`src/rtl/period_meter_if.sv`:
```
// Signal bundle for the period meter: control/measured input towards the meter,
// measurement results back from it.
interface period_meter_if #(
    parameter int unsigned CNT_W = 16
) ();
    logic             clr;
    logic             I_SIG;
    logic [CNT_W-1:0] O_PERIOD;
    logic [CNT_W-1:0] O_HIGH;
    logic             O_VALID;
    logic             O_STALL;

    // Side that drives the signal under test and consumes the results.
    modport master (
        output clr,
        output I_SIG,
        input  O_PERIOD,
        input  O_HIGH,
        input  O_VALID,
        input  O_STALL
    );

    // The meter itself.
    modport slave (
        input  clr,
        input  I_SIG,
        output O_PERIOD,
        output O_HIGH,
        output O_VALID,
        output O_STALL
    );
endinterface

```
`src/rtl/period_meter.sv`:
```
// Period / high-time meter for a slow asynchronous square wave, counted in I_CLK cycles.
// Reports rising-to-rising period and the high time inside it; flags a stall when no
// rising edge arrives within TIMEOUT cycles.
module period_meter #(
    parameter int unsigned CNT_W   = 16,
    parameter int unsigned TIMEOUT = 65535
) (
    input  logic            I_CLK,
    input  logic            rst_n,
    period_meter_if.slave   pm
);

    typedef enum logic [1:0] {StWaitFirst, StMeasure, StStalled} state_e;

    localparam logic [CNT_W-1:0] TimeoutCnt = CNT_W'(TIMEOUT);
    localparam logic [CNT_W-1:0] CntOne     = CNT_W'(1);

    logic [1:0]       sync_q;
    logic             sig_d_q;
    logic             s, rise, fall;

    state_e           state_q, state_d;
    logic [CNT_W-1:0] cnt_q, cnt_d;
    logic [CNT_W-1:0] hcnt_q, hcnt_d;
    logic [CNT_W-1:0] hold_q, hold_d;
    logic [CNT_W-1:0] period_q, period_d;
    logic [CNT_W-1:0] high_q, high_d;
    logic             valid_q, valid_d;
    logic             stall_q, stall_d;

    // Two-flop synchronizer plus one delay flop for edge detection; not affected by clr.
    always_ff @(posedge I_CLK or negedge rst_n) begin
        if (!rst_n) begin
            sync_q  <= 2'b00;
            sig_d_q <= 1'b0;
        end else begin
            sync_q  <= {sync_q[0], pm.I_SIG};
            sig_d_q <= sync_q[1];
        end
    end

    assign s    = sync_q[1];
    assign rise = s & ~sig_d_q;
    assign fall = ~s & sig_d_q;

    // State, counters and result registers.
    always_ff @(posedge I_CLK or negedge rst_n) begin
        if (!rst_n) begin
            state_q  <= StWaitFirst;
            cnt_q    <= '0;
            hcnt_q   <= '0;
            hold_q   <= '0;
            period_q <= '0;
            high_q   <= '0;
            valid_q  <= 1'b0;
            stall_q  <= 1'b0;
        end else begin
            state_q  <= state_d;
            cnt_q    <= cnt_d;
            hcnt_q   <= hcnt_d;
            hold_q   <= hold_d;
            period_q <= period_d;
            high_q   <= high_d;
            valid_q  <= valid_d;
            stall_q  <= stall_d;
        end
    end

    // Next-state logic: clr first, then high-time tracking, then the measurement FSM.
    always_comb begin
        state_d  = state_q;
        cnt_d    = cnt_q;
        hcnt_d   = hcnt_q;
        hold_d   = hold_q;
        period_d = period_q;
        high_d   = high_q;
        valid_d  = 1'b0;
        stall_d  = stall_q;

        if (pm.clr) begin
            // Results are kept; only the measurement restarts.
            state_d = StWaitFirst;
            cnt_d   = '0;
            hcnt_d  = '0;
            hold_d  = '0;
            stall_d = 1'b0;
        end else begin
            if (state_q != StWaitFirst) begin
                if (fall) begin
                    hold_d = hcnt_q;
                end else if (s && (hcnt_q != TimeoutCnt)) begin
                    hcnt_d = hcnt_q + CntOne;
                end
            end

            unique case (state_q)
                StWaitFirst: begin
                    if (rise) begin
                        state_d = StMeasure;
                        cnt_d   = CntOne;
                        hcnt_d  = CntOne;
                    end
                end
                StMeasure: begin
                    // A rise landing on cnt==TIMEOUT still reports: that is the longest legal period.
                    if (rise) begin
                        period_d = cnt_q;
                        high_d   = hold_q;
                        valid_d  = 1'b1;
                        cnt_d    = CntOne;
                        hcnt_d   = CntOne;
                    end else if (cnt_q == TimeoutCnt) begin
                        state_d = StStalled;
                        stall_d = 1'b1;
                    end else begin
                        cnt_d = cnt_q + CntOne;
                    end
                end
                StStalled: begin
                    // Period across a stall is unknown, so no report here.
                    if (rise) begin
                        state_d = StMeasure;
                        stall_d = 1'b0;
                        cnt_d   = CntOne;
                        hcnt_d  = CntOne;
                    end
                end
                default: begin
                    state_d = StWaitFirst;
                end
            endcase
        end
    end

    assign pm.O_PERIOD = period_q;
    assign pm.O_HIGH   = high_q;
    assign pm.O_VALID  = valid_q;
    assign pm.O_STALL  = stall_q;

endmodule

```
`src/flat_wrapper.sv`:
```
// flat-port wrapper written by rule: the top's interface ports become plain ports
module period_meter_flat 
#(
    parameter int unsigned CNT_W   = 16,
    parameter int unsigned TIMEOUT = 65535
)
  (I_CLK, rst_n, pm_clr, pm_I_SIG, pm_O_PERIOD, pm_O_HIGH, pm_O_VALID, pm_O_STALL);
  period_meter_if #(.CNT_W(CNT_W)) pm_i ();
  input  logic I_CLK;
  input  logic rst_n;
  input wire logic [$bits(pm_i.clr)-1:0] pm_clr;
  input wire logic [$bits(pm_i.I_SIG)-1:0] pm_I_SIG;
  output wire logic [$bits(pm_i.O_PERIOD)-1:0] pm_O_PERIOD;
  output wire logic [$bits(pm_i.O_HIGH)-1:0] pm_O_HIGH;
  output wire logic [$bits(pm_i.O_VALID)-1:0] pm_O_VALID;
  output wire logic [$bits(pm_i.O_STALL)-1:0] pm_O_STALL;
  assign pm_i.clr = pm_clr;
  assign pm_i.I_SIG = pm_I_SIG;
  assign pm_O_PERIOD = pm_i.O_PERIOD;
  assign pm_O_HIGH = pm_i.O_HIGH;
  assign pm_O_VALID = pm_i.O_VALID;
  assign pm_O_STALL = pm_i.O_STALL;
  period_meter #(.CNT_W(CNT_W), .TIMEOUT(TIMEOUT)) u_core (.I_CLK(I_CLK), .rst_n(rst_n), .pm(pm_i));
endmodule
```
`config.mk`:
```
export PLATFORM = sky130hd
export DESIGN_NAME = period_meter_flat
export DESIGN_NICKNAME = d
export VERILOG_FILES = /design/src/rtl/period_meter_if.sv /design/src/rtl/period_meter.sv /design/src/flat_wrapper.sv
export SDC_FILE = /design/constraint.sdc
export NUM_CORES = 1
export LEC_CHECK = 0
export CAP_MARGIN = 20
export CELL_PAD_IN_SITES_DETAIL_PLACEMENT = 1
export CELL_PAD_IN_SITES_GLOBAL_PLACEMENT = 1
export CORE_MARGIN = 3
export CORE_UTILIZATION = 40
export CTS_BUF_LIST = sky130_fd_sc_hd__clkbuf_8
export CTS_CLUSTER_DIAMETER = 120
export CTS_CLUSTER_SIZE = 40
export DETAILED_ROUTE_END_ITERATION = 7
export GPL_TIMING_DRIVEN = 1
export PLACE_DENSITY = 0.82
export SLEW_MARGIN = 20
export SYNTH_ARGS = -nofsm -noshare
export SYNTH_HDL_FRONTEND = slang
export SYNTH_SLANG_ARGS = --single-unit
```
`constraint.sdc`:
```
create_clock -name I_CLK -period 1.8 [get_ports I_CLK]
set_input_delay 0.27 -clock I_CLK [delete_from_list [all_inputs] [get_ports I_CLK]]
set_output_delay 0.27 -clock I_CLK [all_outputs]
set_load 0.01 [all_outputs]
```
==> impl_metrics.csv <==
group,metric,value,unit
run_status,outcome,"finished, final reports clean",
placement,dp_hpwl,7570,um
die,ios,38,
placement,gp_congestion,0.892,
global_routing,grt_antenna_before_repair,0,
sta,worst_slew_pin_slew,471,ps
clock_tree,cts.sinks,87,
worst_setup_path,cp-start-kind,"flop",
die,die_height,105,um
detailed_routing,drtIter0Drc,241,
clock_tree,path_clk_slew,90,ps
sta,rsz0062_at_grt,"yes",
worst_setup_path,cp.required,2100,ps
clock_tree,cts_buffers,9,
sta,final-hold-violation-count,0,
placement,dp.cells,574,
layout,syn2layout_area_growth,31.5,%
pwr,power_leakage,2.32,nW
detailed_routing,vias_per_cell,5.47,
global_routing,grt_start_max_net_pins,33,
sta,fin_crit_sh,98.8,%
die,dieArea,11000,um^2
logic_synthesis,ys_types,48,
logic_synthesis,yosysTopAreaCellShare,55.5,%
sta,timing.slew.headroom,68.5,%
global_routing,grt_pass1_wl,18100,um
die,die_w,105,um
clock_tree,clock-root-buffer,"clkbuf_8",
sta,slew_viol_final,0,
placement,port_buffers,37,
logic_synthesis,yosysSeqAreaShare,55.5,%
sta,final.setup_skew,13.5,ps
die,start_util,41.9,%
worst_setup_path,worstSetupPathType,"flop to flop",
sta,setup_viol,0,
clock_tree,cts_tree,"yes",
global_routing,track_usage,20.8,%
sta,period_needed,1780,ps
logic_synthesis,synth_edf_count,0,
logic_synthesis,yosysTopAreaCell,"dfrtp_1",
detailed_routing,vias,3257,
sta,fin_tns_setup,0,ps
logic_synthesis,ys_async_sr_fraction,100,%
logic_synthesis,synth_area_per_cell,10.5,um^2
worst_setup_path,cp-end-kind,"flop",
die,num_rows,35,
die,core,9370,um^2
logic_synthesis,ys_top_cells_by_area,"dfrtp_1, nand2_1, mux2_2, mux2i_1, nor2_1",
logic_synthesis,synthFlopType,"dfrtp_1",
layout,layout_commonest_cell,"dfrtp_1",
global_routing,grt_pass1_vias,3458,
run,drv_cap,0,
clock_tree,clk_latency,370,ps
detailed_routing,wl_per_cell,19.1,um
detailed_routing,ant_nets,0,
logic_synthesis,syn-cell-area,3930,um^2
layout,finalNetCount,467,
logic_synthesis,syn-num-nets,380,
detailed_routing,routed_wl,11400,um
global_routing,globalRouteOverflowTotal,0,
clock_tree,cts_buffer_depth,2,
placement,placed_cell_area,4790,um^2
logic_synthesis,ys_seq_elements,87,
pwr,power.density,712,nW/um^2
worst_setup_path,crit_fanout,9,
pwr,ir_worst_vdd,0.313,mV
layout,final_cell_mix,"dfrtp_1, nand2_1, buf_4",
detailed_routing,drc,0,
clock_tree,cts.htree.levels,3,
sta,fmaxAchievable,0.563,GHz
layout,stdcell_area,5160,um^2
layout,drive_gt1_share,25.1,%
layout,fill_cells,1059,
detailed_routing,drtPass1Iterations,4,
logic_synthesis,synthCells,374,
layout,diodes,0,
worst_hold_path,min_path_type,"input pin to flop",
worst_setup_path,worstPathArrival,2080,ps
layout,layout.cells.non_filler,595,
logic_synthesis,yosysWarnings,0,
[report_power, final]
group | switching, mW | internal (mW) | total (mW)
Clock | 0.731 | 0.686 | 1.42
Sequential | 0.0181 | 1.98 | 1.99
Combinational | 0.151 | 0.113 | 0.264
[state kept, by name, summed over array words and instances, names as in the netlist]
signal,flops
u_core.pm.O_PERIOD,16
u_core.cnt_q,16
u_core.pm.O_STALL,1
u_core.pm.O_HIGH,16
u_core.sync_q,2
u_core.sig_d_q,1
u_core.state_q,2
u_core.hcnt_q,16
u_core.hold_q,16
u_core.pm.O_VALID,1
[cell type report]
type / instances / area, um^2 / area share [%]
clock buffer: 10 / 138 / 2.67
clock inverter: 6 / 68.8 / 1.33
inverter: 4 / 18.8 / 0.364
multi-input combinational: 265 / 1750 / 34.0
sequential: 87 / 2180 / 42.3
tap: 129 / 161 / 3.13
timing repair buffer: 94 / 836 / 16.2
[stage by stage]
step	util (%)	hold WS, ps	power (mW)	setup slack (ps)
2_1_floorplan	-	-25.6	2.13	57.2
3_3_place_gp	51.2	224	2.26	-141
3_5_place_dp	51.2	240	2.27	-244
4_1_cts	53.6	343	3.68	5.36
5_1_grt	55.1	344	3.82	-79.3
6_report	55.1	343	3.68	22.2
[logic make-up (layout without fill, tap and decap cells)]
| logic type | count (synthesis) | in the layout | share of synthesized area, % |
|---|---|---|---|
| xor gates and xnor gates | 15 | 15 | 3.35 |
| buffers and inverters | 22 | 114 | 2.74 |
| muxes | 33 | 33 | 8.93 |
| and+or+nand+nor | 173 | 173 | 21.4 |
| DFF | 87 | 87 | 55.5 |
| adders and majority gates | 2 | 2 | 0.637 |
| AOI/OAI and AO/OA | 42 | 42 | 7.52 |
[repair_timing]
| action | in CTS | in global routing |
|---|---|---|
| resized for setup | 1 | 27 |
| hold buffers | 1 | 0 |
| hold endpoints to repair | 27 | 0 |
| pin swaps | 0 | 9 |
| endpoints found under the setup margin | 1 | 30 |
| gates cloned | 0 | 0 |
| buffers inserted | 0 | 4 |
[final timing paths]
| kind | from | end | slack, ps | cells past startpoint |
|---|---|---|---|---|
| max | u_core.sig_d_q$_DFF_PN0_ | u_core.cnt_q[6]$_DFFE_PN0P_ | 20 | 5 |
| min | pm_I_SIG | u_core.sync_q[0]$_DFF_PN0_ | 340 | 1 |
| max reg2reg | u_core.sig_d_q$_DFF_PN0_ | u_core.cnt_q[6]$_DFFE_PN0P_ | 20 | 5 |
| min reg2reg | u_core.sync_q[0]$_DFF_PN0_ | u_core.sync_q[1]$_DFF_PN0_ | 380 | 0 |
| max in group asynchronous | rst_n | u_core.cnt_q[5]$_DFFE_PN0P_ | 910 | 3 |
| min in group asynchronous | rst_n | u_core.pm.O_HIGH[14]$_DFFE_PN0P_ | 370 | 2 |
[Yosys cell counts, drive strengths merged (2+ instances only)]
| cell type | count |
|---|---|
| nand2 | 68 |
| a211oi | 3 |
| inv | 3 |
| nand3b | 3 |
| nor3b | 7 |
| o21ai | 5 |
| clkbuf | 8 |
| nand2b | 3 |
| nor4 | 6 |
| or4 | 5 |
| o211ai | 6 |
| xnor2 | 15 |
| nor2b | 2 |
| and4 | 3 |
| ha | 2 |
| a311oi | 3 |
| a21o | 3 |
| nor2 | 41 |
| buf | 10 |
| dfrtp | 87 |
| mux2i | 17 |
| mux2 | 16 |
| nand4 | 8 |
| nand3 | 14 |
| or3 | 3 |
| and3 | 3 |
| o311ai | 2 |
| nor3 | 5 |
| a21oi | 12 |
[worst max-delay path, stage by stage, from the launching register on]
cell	delay [ps]
dfrtp_2	460
nor3b_4	330
nor3_1	120
a21o_4	230
or4_1	470
nand2_1	100
[routing by layer]
layer  track usage [%]  part of all wire [%]
met4              8.72                   1.4
met3              3.89                   5.0
met2              33.6                    50
met5                 0                     0
met1              27.4                    44
(Power assumes the default switching activity.)
